==> config.mk <==
export PLATFORM = sky130hd
export DESIGN_NAME = seg_scan_driver
export DESIGN_NICKNAME = d
export VERILOG_FILES = /design/src/rtl/seg_scan_driver_pkg.sv /design/src/rtl/bcd_to_seg7.sv /design/src/rtl/seg_scan_driver.sv
export SDC_FILE = /design/constraint.sdc
export NUM_CORES = 1
export LEC_CHECK = 0
export CORE_MARGIN = 2
export CORE_UTILIZATION = 54
export DETAILED_ROUTE_END_ITERATION = 12
export GPL_ROUTABILITY_DRIVEN = 0
export PLACE_DENSITY = 0.9
export SLEW_MARGIN = 20
export SYNTH_ARGS = -nofsm -noshare
export SYNTH_HDL_FRONTEND = slang
export SYNTH_HIERARCHICAL = 1
export SYNTH_SLANG_ARGS = --single-unit
==> constraint.sdc <==
create_clock -name clk -period 3.3 [get_ports clk]
set_input_delay 0.495 -clock clk [delete_from_list [all_inputs] [get_ports clk]]
set_output_delay 0.495 -clock clk [all_outputs]
set_load 0.1 [all_outputs]
==> src/rtl/seg_scan_driver_pkg.sv <==
// Shared constants for the multiplexed 7-segment scan driver.
// Segment patterns are active-high, bit order {g,f,e,d,c,b,a}.
package seg_scan_driver_pkg;

    localparam int unsigned NUM_DIG = 6;

    localparam logic [6:0] SEG_0     = 7'h3F;
    localparam logic [6:0] SEG_1     = 7'h06;
    localparam logic [6:0] SEG_2     = 7'h5B;
    localparam logic [6:0] SEG_3     = 7'h4F;
    localparam logic [6:0] SEG_4     = 7'h66;
    localparam logic [6:0] SEG_5     = 7'h6D;
    localparam logic [6:0] SEG_6     = 7'h7D;
    localparam logic [6:0] SEG_7     = 7'h07;
    localparam logic [6:0] SEG_8     = 7'h7F;
    localparam logic [6:0] SEG_9     = 7'h6F;
    localparam logic [6:0] SEG_BLANK = 7'h00;

    localparam logic [2:0] DIG_H10 = 3'd0;
    localparam logic [2:0] DIG_H1  = 3'd1;
    localparam logic [2:0] DIG_M10 = 3'd2;
    localparam logic [2:0] DIG_M1  = 3'd3;
    localparam logic [2:0] DIG_S10 = 3'd4;
    localparam logic [2:0] DIG_S1  = 3'd5;

endpackage

==> src/rtl/bcd_to_seg7.sv <==
// BCD digit to active-high 7-segment pattern; codes above 9 decode to blank.
module bcd_to_seg7
    import seg_scan_driver_pkg::*;
(
    input  logic [3:0] bcd,
    output logic [6:0] seg
);

    always_comb begin
        seg = SEG_BLANK;
        case (bcd)
            4'd0:    seg = SEG_0;
            4'd1:    seg = SEG_1;
            4'd2:    seg = SEG_2;
            4'd3:    seg = SEG_3;
            4'd4:    seg = SEG_4;
            4'd5:    seg = SEG_5;
            4'd6:    seg = SEG_6;
            4'd7:    seg = SEG_7;
            4'd8:    seg = SEG_8;
            4'd9:    seg = SEG_9;
            default: seg = SEG_BLANK;
        endcase
    end

endmodule

==> src/rtl/seg_scan_driver.sv <==
// Six-digit multiplexed 7-segment driver: per-frame digit snapshot, one digit per scan slot,
// registered segment/dp/common outputs with configurable polarity.
module seg_scan_driver
    import seg_scan_driver_pkg::*;
#(
    parameter int unsigned SCAN_DIV    = 50000,
    parameter bit          SEG_ACT_LOW = 1'b0,
    parameter bit          COM_ACT_LOW = 1'b1
) (
    input  logic       clk,
    input  logic       rst,
    input  logic [3:0] hour_10,
    input  logic [3:0] hour1,
    input  logic [3:0] min_10,
    input  logic [3:0] min1,
    input  logic [3:0] sec_10,
    input  logic [3:0] sec1,
    input  logic       blank_lz,
    output logic [6:0] seg,
    output logic       dp,
    output logic [5:0] com,
    output logic       frame_done
);

    localparam int unsigned      CNT_W   = (SCAN_DIV > 1) ? $clog2(SCAN_DIV) : 1;
    localparam logic [CNT_W-1:0] CNT_MAX = CNT_W'(SCAN_DIV - 1);
    localparam logic [6:0]       SEG_OFF = SEG_ACT_LOW ? 7'h7F : 7'h00;
    localparam logic             DP_OFF  = SEG_ACT_LOW;
    localparam logic [5:0]       COM_OFF = COM_ACT_LOW ? 6'h3F : 6'h00;

    logic [CNT_W-1:0] cnt_q, cnt_d;
    logic [2:0]       idx_q, idx_d;
    logic [3:0]       snap_q [NUM_DIG];
    logic [3:0]       digits_in [NUM_DIG];
    logic             upd_q;
    logic             frame_done_q;
    logic [6:0]       seg_q, seg_d;
    logic             dp_q, dp_d;
    logic [5:0]       com_q, com_d;

    logic             tick;
    logic             wrap;
    logic [3:0]       digit;
    logic [6:0]       pattern;
    logic [6:0]       seg_pat;
    logic             colon;

    always_comb begin
        digits_in[DIG_H10] = hour_10;
        digits_in[DIG_H1]  = hour1;
        digits_in[DIG_M10] = min_10;
        digits_in[DIG_M1]  = min1;
        digits_in[DIG_S10] = sec_10;
        digits_in[DIG_S1]  = sec1;
    end

    // Slot sequencing; idx starts at the last slot so the first tick opens a frame.
    always_comb begin
        tick  = (cnt_q == CNT_MAX);
        cnt_d = tick ? '0 : cnt_q + CNT_W'(1);
        idx_d = idx_q;
        wrap  = 1'b0;
        if (idx_q > DIG_S1) begin
            idx_d = DIG_S1;
        end else if (tick) begin
            if (idx_q == DIG_S1) begin
                idx_d = DIG_H10;
                wrap  = 1'b1;
            end else begin
                idx_d = idx_q + 3'd1;
            end
        end
    end

    always_comb begin
        digit = 4'hF;
        case (idx_q)
            DIG_H10: digit = snap_q[DIG_H10];
            DIG_H1:  digit = snap_q[DIG_H1];
            DIG_M10: digit = snap_q[DIG_M10];
            DIG_M1:  digit = snap_q[DIG_M1];
            DIG_S10: digit = snap_q[DIG_S10];
            DIG_S1:  digit = snap_q[DIG_S1];
            default: digit = 4'hF;
        endcase
    end

    bcd_to_seg7 u_dec (
        .bcd (digit),
        .seg (pattern)
    );

    // Colon sits after hours and minutes and blinks on even seconds.
    always_comb begin
        seg_pat = pattern;
        if (idx_q == DIG_H10 && blank_lz && snap_q[DIG_H10] == 4'd0) begin
            seg_pat = SEG_BLANK;
        end
        colon = ((idx_q == DIG_H1) || (idx_q == DIG_M1)) && !snap_q[DIG_S1][0];
        seg_d = SEG_ACT_LOW ? ~seg_pat : seg_pat;
        dp_d  = SEG_ACT_LOW ? ~colon : colon;
        com_d = COM_ACT_LOW ? ~(6'b000001 << idx_q) : (6'b000001 << idx_q);
    end

    always_ff @(posedge clk) begin
        if (!rst) begin
            cnt_q        <= '0;
            idx_q        <= DIG_S1;
            upd_q        <= 1'b0;
            frame_done_q <= 1'b0;
            seg_q        <= SEG_OFF;
            dp_q         <= DP_OFF;
            com_q        <= COM_OFF;
            for (int i = 0; i < NUM_DIG; i++) begin
                snap_q[i] <= 4'd0;
            end
        end else begin
            cnt_q        <= cnt_d;
            idx_q        <= idx_d;
            upd_q        <= tick;
            frame_done_q <= wrap;
            if (wrap) begin
                for (int i = 0; i < NUM_DIG; i++) begin
                    snap_q[i] <= digits_in[i];
                end
            end
            // Outputs follow one cycle after the tick so they see the updated idx/snapshot.
            if (upd_q) begin
                seg_q <= seg_d;
                dp_q  <= dp_d;
                com_q <= com_d;
            end
        end
    end

    assign seg        = seg_q;
    assign dp         = dp_q;
    assign com        = com_q;
    assign frame_done = frame_done_q;

endmodule

# Yosys cells after proc, flatten, opt, wreduce, memory -nomap -nowiden
# Memories as Yosys holds them, arrays and structs flattened.
# Cells that the tools add are included.
dict set report totals {
  reg_bits 35
  ram_bits 24
  mem_bits_ro 112
  input_bits 27
  out_inout_bits 15
  elab_cells 52
  n_memories 2
}
# name depth width rd rd_ports_with_merged_regs write_ports line_no
set memory_table {}
lappend memory_table {{(name not given)} 16 7 1 0 0 bcd_to_seg7.sv:11} ;# case (bcd)
lappend memory_table {snap_q 6 4 6 0 6 seg_scan_driver.sv:33} ;# logic [3:0] snap_q [NUM_DIG];
dict set report op_classes {
  add_sub_neg 2
  magnitude_cmp 1
  eq_ne 6
  shift 1
  mux 16
  n_bitwise 8
  reduce_logical 9
}
# operator n
set ops {}
lappend ops {{4-bit two-way mux} 6}
lappend ops {{4-bit case mux with 6 select lines} 1}
lappend ops {{16-bit by 1-bit adder with 16-bit output (second input constant)} 1}
lappend ops {{16-bit == test (second input constant)} 1}
lappend ops {{1-bit two-way mux} 7}
lappend ops {{7-bit two-way mux} 1}
lappend ops {{3-bit by 2-bit == test with 1-bit output (second input constant)} 2}
lappend ops {{3-bit == test (second input constant)} 2}
lappend ops {{6-bit NOT} 1}
lappend ops {{1-bit OR} 6}
lappend ops {{1-bit by 3-bit left shift with 6-bit output (first input constant)} 1}
lappend ops {{4-bit zero test} 1}
lappend ops {{2-bit OR reduction} 2}
lappend ops {{3-bit by 1-bit adder with 3-bit output (second input constant)} 1}
lappend ops {{3-bit by 1-bit == test with 1-bit output (second input constant)} 1}
lappend ops {{3-bit greater-than comparator (second input constant)} 1}
lappend ops {{1-bit logical AND} 3}
lappend ops {{3-bit zero test} 1}
lappend ops {{3-bit two-way mux} 1}
lappend ops {{1-bit zero test} 1}
lappend ops {{1-bit logical OR} 1}
lappend ops {{1-bit NOT} 1}

# Longest topological paths before layout
# Gate-level depths: netlist of run 1.
dict set report logic_depth {
  depth_word 8
  ltp_mapped 16
  mapped_depth_nobuf 13
}

# Hierarchy
# Netlist of run 1, hierarchy kept.
# mod n_inst cells_per_inst area_each_um2 seq_area_each_um2
set by_module_without_submodules {}
lappend by_module_without_submodules {seg_scan_driver 1 256 2582.5 1421.4}
lappend by_module_without_submodules {bcd_to_seg7 1 28 220.2 0.0}

# Least setup slack after synthesis of run 1
# No wires, ideal clock.
dict set report synth_timing {
  kind {register -> register}
  start {register cnt_q[10]}
  end {memory snap_q[0][0] (enable)}
  setup_ns 0.408
  arrival_ns 2.639
  t_required_ns 2.892
  setup_slack_ns 0.253
  path_stages_with_launch 5
  n_path_buf 1
  period_less_slack_ns 3.047
  path_cell_list {dfxtp_1 -> or4b_1 -> or4_1 -> buf_4 -> o21ai_1}
}
# item line_no
set synth_rtl {}
lappend synth_rtl {{from (decl)} seg_scan_driver.sv:31} ;# logic [CNT_W-1:0] cnt_q, cnt_d;
lappend synth_rtl {{from (signal assigned)} seg_scan_driver.sv:118} ;# cnt_q <= cnt_d;
lappend synth_rtl {{to (decl)} seg_scan_driver.sv:33}

# Final worst setup path of run 1
dict set report layout_timing {
  start {register idx_q[2]}
  end {register seg_q[3] (netlist: seg[3])}
}
dict set report layout_via {
  elab_chain_len 4
  word_cells_on_any_way 11
  cone_classes {eq/ne (5); mux (2); reduce/logical (3); memory (1)}
}
# item line_no
set layout_rtl {}
lappend layout_rtl {{from (decl)} seg_scan_driver.sv:32} ;# logic [2:0] idx_q, idx_d;
lappend layout_rtl {{from (signal assigned)} seg_scan_driver.sv:119} ;# idx_q <= idx_d;
lappend layout_rtl {{3-bit == test (tied with other cells)} seg_scan_driver.sv:77} ;# case (idx_q)
lappend layout_rtl {{4-bit case mux with 6 select lines *} seg_scan_driver.sv:77}
lappend layout_rtl {{named net digit[1]} seg_scan_driver.sv:43} ;# logic [3:0] digit;
lappend layout_rtl {{memory 16 x 7 bit *} -}
lappend layout_rtl {{named net pattern[3]} seg_scan_driver.sv:44} ;# logic [6:0] pattern;
lappend layout_rtl {{7-bit two-way mux *} seg_scan_driver.sv:96} ;# if (idx_q == DIG_H10 && blank_lz && snap_q[DIG_H10] == 4'd0) begin
lappend layout_rtl {{to (signal assigned)} seg_scan_driver.sv:129} ;# seg_q <= seg_d;
lappend layout_rtl {{to (decl)} seg_scan_driver.sv:37} ;# logic [6:0] seg_q, seg_d;
# Mark *: on every way through the listed nets, which the timed path passes. The rest lies on a longest branch.
# A chain may end at the register's enable or synchronous reset.

==> impl_metrics.json, run 1 <==
{
  "endpoint": "seg[3]",
  "rows": 26,
  "post_dp_cell_area_um2": 3260,
  "switchingPower_uw": 316,
  "hold_class": "reg -> reg",
  "critPathMaxFanout": 11,
  "cts_hold_buf": 0,
  "yosys.area.top_type_share": 0.257,
  "synthFlopType": "dfxtp_1",
  "r2r-start": "idx_q[2]",
  "rr_worst_depth": 13,
  "worstPathRequired_ns": 3.57,
  "antenna_found_initial": 0,
  "powerDensity_nw_per_um2": 408,
  "cts_post_setup_buffers_inserted": 0,
  "syn2layout_area_growth_pct": 21.9,
  "path_clk_slew_ns": 0.07,
  "syn_area_per_cell_um2": 9.87,
  "ys_async_sr_fraction": 0,
  "cts_resized": 0,
  "start_util": 0.556,
  "nets": 359,
  "fin_cells": 399,
  "finClkSkew_ns": 0.0103,
  "first_global_vias": 2050,
  "rsz0062_at_grt": "no",
  "cp-end-kind": "flop",
  "syn-instance-count": 284,
  "peakVddDrop_mv": 0.301,
  "grt_pass1_wl_mm": 9.43,
  "drt_wl_total_mm": 5.60,
  "antenna_cells": 0,
  "worst_pin_slew_ns": 0.981,
  "swShare": 0.226,
  "dp_hpwl_mm": 3.93,
  "worstSetupStartpointType": "flop",
  "die_height_um": 76.0,
  "finalInstanceArea_um2": 3420,
  "dp.cells": 383,
  "holdWs_ns": 0.464,
  "clock_sinks": 59,
  "r2r_end": "seg[3]",
  "min_period_ns": 2.88,
  "grt_usage": 0.208,
  "insertion_delay_ns": 0.34,
  "drive_above_1_share": 0.0851,
  "setup_tns_ns": 0,
  "worstSetupPathType": "reg -> reg",
  "fmax_mhz": 348,
  "final_cell_mix": "clkdlybuf4s50_1, dfxtp_1, nor2_1",
  "r2r_setup_slack_ns": 0.42,
  "grt_overflow": 0,
  "status": "finished clean",
  "fin_crit_sh": 0.872,
  "power_frac_comb": 0.053,
  "ys_ff_latch": 59,
  "intPower_uw": 1080,
  "worstPathArrival_ns": 3.14,
  "wire_per_inst_um": 14.0,
  "cts_tree": "done",
  "layout_commonest_cell": "clkdlybuf4s50_1",
  "yosysWarnings": 6,
  "synth.yosys.seq_area_share": 0.507,
  "antenna_left": 0,
  "ios": 42,
  "numPortBuffers": 41,
  "netlist_area_um2": 2800,
  "dr.first_iter.drc_count": 152,
  "timing_hold_violations_final": 0,
  "fillers": 380,
  "die_area_um2": 5780,
  "htree_num_levels": 3,
  "leakage_uw": 0.00124,
  "synth_cell_types": 48,
  "maxSlewHeadroom": 0.344,
  "power_frac_seq": 0.559,
  "synth_nets": 319,
  "grt_max_degree": 29,
  "drcViolationCount": 0,
  "min_from": "cnt_q[0]",
  "netlist_top_cells_area": "edfxtp_1, dfxtp_1, and2_1, xnor2_1, nor2_1",
  "vias": 2157,
  "clockPowerShare": 0.388,
  "dr.pass1.iters": 5,
  "core_area_um2": 5040,
  "root_buffer": "clkbuf_8",
  "final_util": 0.677,
  "cp-startpoint": "idx_q[2]",
  "numCtsBuffers": 9,
  "finalMaxSlewViolations": 0,
  "clockBufferDepth": 2,
  "routed_via_density": 5.41,
  "max-cap-violations": 0,
  "synth_edf_count": 24,
  "synth_top_area_cell": "edfxtp_1",
  "setup_violations": 0,
  "die_w_um": 76.0
}
worst min-delay path by stage:
stage | end | cells past startpoint
after detailed placement | cnt_q[0] | 1
after CTS | cnt_q[0] | 1
final | cnt_q[0] | 1
after floorplan | cnt_q[0] | 1
after global routing | seg[1] | 2
after global placement | cnt_q[0] | 1
stage by stage:
step	power (uW)	setup WS, ns
3_5_place_dp	869	0.512
2_1_floorplan	828	0.253
4_1_cts	1410	0.490
3_3_place_gp	866	0.678
6_report	1390	0.423
5_1_grt	1440	0.145
worst max-delay path, cell delays in order (launching register included):
cell	delay [ns]
dfxtp_1	0.53
inv_1	0.17
ha_1	0.35
nor2b_1	0.31
a21oi_1	0.07
o22ai_1	0.16
a211o_1	0.28
inv_1	0.15
ha_1	0.20
nor2_1	0.11
a21oi_1	0.06
o22ai_1	0.16
nand3_1	0.10
a21oi_1	0.15
synthesized netlist by cell type (2+ instances only):
master     n
or4b_1     2
and3_1     3
nor3_1     5
nor4_1     5
nand2b_1   7
a21oi_1   14
buf_2      3
dfxtp_1   35
nand2_1   15
nand3_1   16
a221oi_1   2
nand4_1    4
o221ai_1   2
o21ai_0    9
xnor2_1   15
buf_6      2
nor3b_1    2
nor2b_1    3
o21ai_1    2
o22ai_1    6
mux2_2     4
nor2_1    28
inv_1     11
and2_1    25
clkbuf_1  11
ha_1       8
edfxtp_1  24
logic make-up (layout without fill, tap and decap cells):
group,Yosys count,in the layout,share of synthesized area
adder cells (fa/ha/maj),8,8,0.0357
XOR/XNOR,16,16,0.0500
AND/OR/NAND/NOR,120,120,0.231
AO/OA/AOI/OAI,47,47,0.109
flip-flops,59,59,0.507
multiplexers,5,5,0.0196
buffers and inverters,29,74,0.0469
metal layers:
metal	GRT usage	part of all wire	routed length [um]	vias to the layer above
li1	-	-	-	1079
met1	0.262	0.44	2470	975
met2	0.325	0.47	2640	89
met3	0.0498	0.061	343	14
met4	0.131	0.027	149	0
met5	0	0	0	-
power by group through the flow:
stage	clock [uW]	combinational [uW]	sequential, uW
6_report	540	74.5	779
5_1_grt	579	82.2	780
4_1_cts	552	74.5	779
3_5_place_dp	0	74.2	795
3_3_place_gp	0	71.6	794
2_1_floorplan	0	35.9	792
state kept, by name, summed over array words and instances (netlist names):
register and flops:
seg 7, snap_q 24, dp 1, idx_q 3, cnt_q 16, upd_q 1, frame_done 1, com 6
layout make-up:
class | instances | area, um^2 | share of cell area
flip-flops and latches | 59 | 1420 | 0.416
inverters | 12 | 45.0 | 0.0132
clock inverters | 6 | 32.5 | 0.00952
well taps | 70 | 87.6 | 0.0256
multi-input cells | 196 | 1250 | 0.367
repair buffers | 46 | 448 | 0.131
clock buffers | 10 | 128 | 0.0374
Note: power is estimated with default switching activity, not from simulation.
==> inputs of run 2 (changes only) <==
- CORE_UTILIZATION: 54 -> 56
- CTS_BUF_LIST: not set -> sky130_fd_sc_hd__clkbuf_8
- HOLD_SLACK_MARGIN: not set -> 0.15
- PLACE_DENSITY: 0.9 -> 0.92
==> run 2 against run 1 <==
Against the previous run:
- wire length rose by 1.1%
- hold slack improved by 0.0039 ns
- clock-buffer cell count rose by 1
- setup slack got worse by 0.11 ns
- power rose by 2.1%
- register-to-register slack got worse by 0.11 ns
==> impl_metrics.json, run 2 (synthesized netlist as in run 1, its figures left out) <==
{
  "numPortBuffers": 41,
  "insertion_delay_ns": 0.34,
  "r2r_setup_slack_ns": 0.31,
  "largest_register_ffs": 24,
  "timing_hold_violations_final": 0,
  "core_area_um2": 4790,
  "worstPathArrival_ns": 3.20,
  "cts_resized": 0,
  "drt_wl_total_mm": 5.67,
  "switchingPower_uw": 306,
  "final_cell_mix": "clkdlybuf4s50_1, dfxtp_1, nor2_1",
  "peakVddDrop_mv": 0.454,
  "leakage_uw": 0.00127,
  "multi_input_area_um2": 1250,
  "cts_hold_buf": 0,
  "cts_post_setup_buffers_inserted": 0,
  "dr.first_iter.drc_count": 140,
  "die_w_um": 74.7,
  "hold_class": "reg -> reg",
  "grt_usage": 0.220,
  "worstSetupStartpointType": "flop",
  "fin_crit_sh": 0.906,
  "rr_worst_depth": 13,
  "power_frac_seq": 0.548,
  "dr.pass1.iters": 4,
  "fin_cells": 395,
  "clockBufferDepth": 2,
  "finalPower_uw": 1420,
  "worst_pin_slew_ns": 0.988,
  "nets": 358,
  "cts_tree": "done",
  "grt_max_degree": 29,
  "holdWs_ns": 0.468,
  "critPathMaxFanout": 18,
  "die_height_um": 74.7,
  "setup_violations": 0,
  "status": "finished clean",
  "dp_hpwl_mm": 3.88,
  "finalMaxSlewViolations": 0,
  "rows": 25,
  "drcViolationCount": 0,
  "finClkSkew_ns": 0.00635,
  "wire_per_inst_um": 14.3,
  "clock_sinks": 59,
  "rsz0062_at_grt": "no",
  "intPower_uw": 1120,
  "antenna_cells": 0,
  "worstSetupPathType": "reg -> reg",
  "clockPowerShare": 0.399,
  "min_period_ns": 2.99,
  "top_register": "snap_q",
  "fmax_mhz": 334,
  "hold_depth": 2,
  "vias": 2186,
  "die_area_um2": 5590,
  "dp.cells": 379,
  "cp-end-kind": "flop",
  "routed_via_density": 5.53,
  "maxSlewHeadroom": 0.339,
  "htree_num_levels": 3,
  "first_global_vias": 1936,
  "power_frac_comb": 0.053,
  "regArea_um2": 1420,
  "start_util": 0.586,
  "fillers": 351,
  "grt_pass1_wl_mm": 8.93,
  "max-cap-violations": 0,
  "antenna_left": 0,
  "setup_tns_ns": 0,
  "layout_commonest_cell": "clkdlybuf4s50_1",
  "ios": 42,
  "path_clk_slew_ns": 0.06,
  "swShare": 0.215,
  "root_buffer": "clkbuf_8",
  "drive_above_1_share": 0.0823,
  "syn2layout_area_growth_pct": 21.9,
  "worstPathRequired_ns": 3.51,
  "grt_overflow": 0,
  "powerDensity_nw_per_um2": 416,
  "antenna_found_initial": 0,
  "numCtsBuffers": 9
}
## run 2: cell types whose count changed in the layout (fill, tap and decap cells not counted)
| cell | change |
|---|---|
| inv_1 | +3 |
| clkinvlp_4 | -2 |
| clkbuf_1 | -1 |
| clkbuf_8 | +2 |
| clkinv_1 | -2 |
| buf_4 | -1 |
## run 2: worst max-delay path: stages, from the launching register on
cell and delay [ns]:
dfxtp_1 0.66, and2_1 0.21, ha_1 0.35, nor2b_1 0.16
a21oi_1 0.15, o22ai_1 0.09, a211o_1 0.38, inv_1 0.17
ha_1 0.16, nor2_1 0.06, a21oi_1 0.18, o22ai_1 0.11
nand3_1 0.12, a21oi_1 0.07
## run 2: per-stage QoR
step / area [um^2] / setup WS (ns) / utilization
final: 3420 / 0.310 / 0.714
after global routing: 3420 / 0.0721 / 0.714
after detailed placement: 3240 / 0.414 / 0.678
after CTS: 3420 / 0.396 / 0.714
after floorplan: 2800 / 0.253 / -
after global placement: 3240 / 0.585 / 0.678
## run 2: per-layer routing
metal / track usage / part of all wire
met1: 0.269 / 0.44
met2: 0.358 / 0.47
met3: 0.0656 / 0.065
met4: 0.105 / 0.024
met5: 0 / 0
## run 2: area by class of cell
type / instances / area share
clock buffers: 11 / 0.0443
clock inverters: 5 / 0.00622
inverters: 12 / 0.0132
multi-input cells: 196 / 0.367
flip-flops and latches: 59 / 0.416
well taps: 67 / 0.0245
repair buffers: 45 / 0.129
## run 2: power groups by stage
stage	registers, uW	logic (uW)	clock network (uW)
final	780	75.7	567
after global routing	781	82.3	598
after CTS	780	75.3	572
after detailed placement	795	74.9	0
after global placement	795	71.5	0
after floorplan	792	35.9	0
## run 2: final timing paths
| kind | endpoint | startpoint |
|---|---|---|
| hold / removal | seg[5] | seg[5] |
| hold reg to reg | seg[5] | seg[5] |
| setup / recovery | seg[0] | idx_q[1] |
| setup reg to reg | seg[0] | idx_q[1] |
==> inputs of run 3 (changes only) <==
- CORE_MARGIN: 2 -> not set
- REMOVE_ABC_BUFFERS: not set -> 1
- SKIP_CTS_REPAIR_TIMING: not set -> 1
==> run 3 against run 2 <==
Against the previous run:
- clock-buffer cell count up 2
- sequential power is essentially flat
- utilization up 1.0 points
- via count up 2.5%
- power increased by 3.1%
- wire length is 0.65% higher
- hold slack better by 0.0020 ns
- clock power up 8.1%
- sequential share of layout area fell by 0.32 points
- design area rose by 0.77%
- critical endpoint unchanged
- sequential cell count is the same
==> impl_metrics.json, run 3 (synthesized netlist as in run 1, its figures left out) <==
{
  "peakVddDrop_mv": 0.320,
  "status": "finished clean",
  "powerDensity_nw_per_um2": 426,
  "cts_tree": "done",
  "r2r_setup_slack_ns": 0.33,
  "r2r_end": "seg[0]",
  "root_buffer": "clkbuf_8",
  "rr_worst_depth": 13,
  "setup_violations": 0,
  "nets": 359,
  "rows": 25,
  "cp-end-kind": "flop",
  "dp.cells": 380,
  "vias": 2240,
  "fmax_mhz": 337,
  "r2r-start": "idx_q[2]",
  "timing_hold_violations_final": 0,
  "finClkSkew_ns": 0.00785,
  "die_w_um": 72.7,
  "use_met1": 0.299,
  "antenna_cells": 0,
  "worstPathRequired_ns": 3.56,
  "leakage_uw": 0.00128,
  "drcViolationCount": 0,
  "path_clk_slew_ns": 0.06,
  "worstSetupStartpointType": "flop",
  "grt_pass1_wl_mm": 9.31,
  "critPathMaxFanout": 11,
  "grt_util_met3": 0.0608,
  "finalMaxSlewViolations": 0,
  "max-cap-violations": 0,
  "antenna_left": 0,
  "ios": 42,
  "clockPowerShare": 0.418,
  "layout_commonest_cell": "clkdlybuf4s50_1",
  "grt_max_degree": 29,
  "rsz0062_at_grt": "no",
  "routed_via_density": 5.66,
  "start_util": 0.589,
  "dp_hpwl_mm": 3.91,
  "dr.first_iter.drc_count": 127,
  "setup_tns_ns": 0,
  "cp-startpoint": "idx_q[2]",
  "die_height_um": 72.7,
  "intPower_uw": 1160,
  "drt_wl_total_mm": 5.70,
  "worstSetupPathType": "reg -> reg",
  "endpoint": "seg[0]",
  "clockBufferDepth": 2,
  "clock_sinks": 59,
  "grtUsageMet2": 0.372,
  "min_from": "seg[6]",
  "antenna_found_initial": 0,
  "die_area_um2": 5290,
  "maxSlewHeadroom": 0.348,
  "hold_class": "reg -> reg",
  "largest_register_ffs": 24,
  "worstPathArrival_ns": 3.22,
  "first_global_vias": 2055,
  "grt_usage": 0.238,
  "power_frac_seq": 0.531,
  "numPortBuffers": 41,
  "worst_pin_slew_ns": 0.975,
  "fin_cells": 396,
  "wire_per_inst_um": 14.4,
  "final_util": 0.724,
  "top_register": "snap_q",
  "htree_num_levels": 3,
  "busiest_layer": "met2",
  "grt_overflow": 0,
  "syn2layout_area_growth_pct": 22.9,
  "fin_crit_sh": 0.899,
  "power_frac_comb": 0.051,
  "dr.pass1.iters": 4,
  "insertion_delay_ns": 0.34,
  "core_area_um2": 4750,
  "min_period_ns": 2.97,
  "drive_above_1_share": 0.0881,
  "final_cell_mix": "clkdlybuf4s50_1, dfxtp_1, nor2_1",
  "swShare": 0.208,
  "numCtsBuffers": 9,
  "switchingPower_uw": 305
}
## run 3: changes by cell type in the layout (fill, tap and decap cells not counted)
cell	delta
buf_4	+1
clkinv_2	-1
inv_1	-1
clkbuf_8	+2
## run 3: worst min-delay path by stage
stage	end	depth (start not counted)
after floorplan	cnt_q[0]	1
after detailed placement	seg[6]	2
after global routing	seg[3]	2
after global placement	cnt_q[0]	1
final	seg[6]	2
after CTS	seg[6]	2
## run 3: metrics by stage
stage | hold slack (ns) | area [um^2] | worst slack (ns) | power [uW]
6_report | 0.470 | 3440 | 0.335 | 1470
5_1_grt | 0.490 | 3440 | 0.145 | 1510
4_1_cts | 0.471 | 3440 | 0.397 | 1470
3_5_place_dp | 0.461 | 3250 | 0.422 | 869
3_3_place_gp | 0.438 | 3250 | 0.656 | 865
2_1_floorplan | 0.430 | 2720 | 0.186 | 824
## run 3: area by class of cell
cell class | instances | area (um^2)
flip-flops and latches | 59 | 1420
repair buffers | 46 | 448
fillers | 363 | 1310
inverters | 12 | 45.0
well taps | 67 | 83.8
multi-input cells | 196 | 1250
clock inverters | 3 | 12.5
clock buffers | 13 | 179
## run 3: worst max-delay path, cell delays in order (launching register included)
cell and delay (ns):
dfxtp_1 0.53, inv_1 0.20, ha_1 0.35, nor2b_1 0.32
a21oi_1 0.08, o22ai_1 0.18, a211o_1 0.26, inv_1 0.15
ha_1 0.20, nor2_1 0.11, a21oi_1 0.07, o22ai_1 0.16
nand3_1 0.10, a21oi_1 0.18
## run 3: power groups by stage
stage,logic (uW),registers [uW],clock network (uW)
after CTS,75.2,779,618
after global placement,71.6,794,0
after floorplan,31.6,792,0
final,75.2,779,613
after detailed placement,74.7,794,0
after global routing,81.7,780,645
## run 3: layer usage
metal	part of all wire	vias to the layer above
met4	0.028	0
li1	-	1076
met2	0.50	99
met1	0.41	1046
met3	0.061	19
met5	0	-
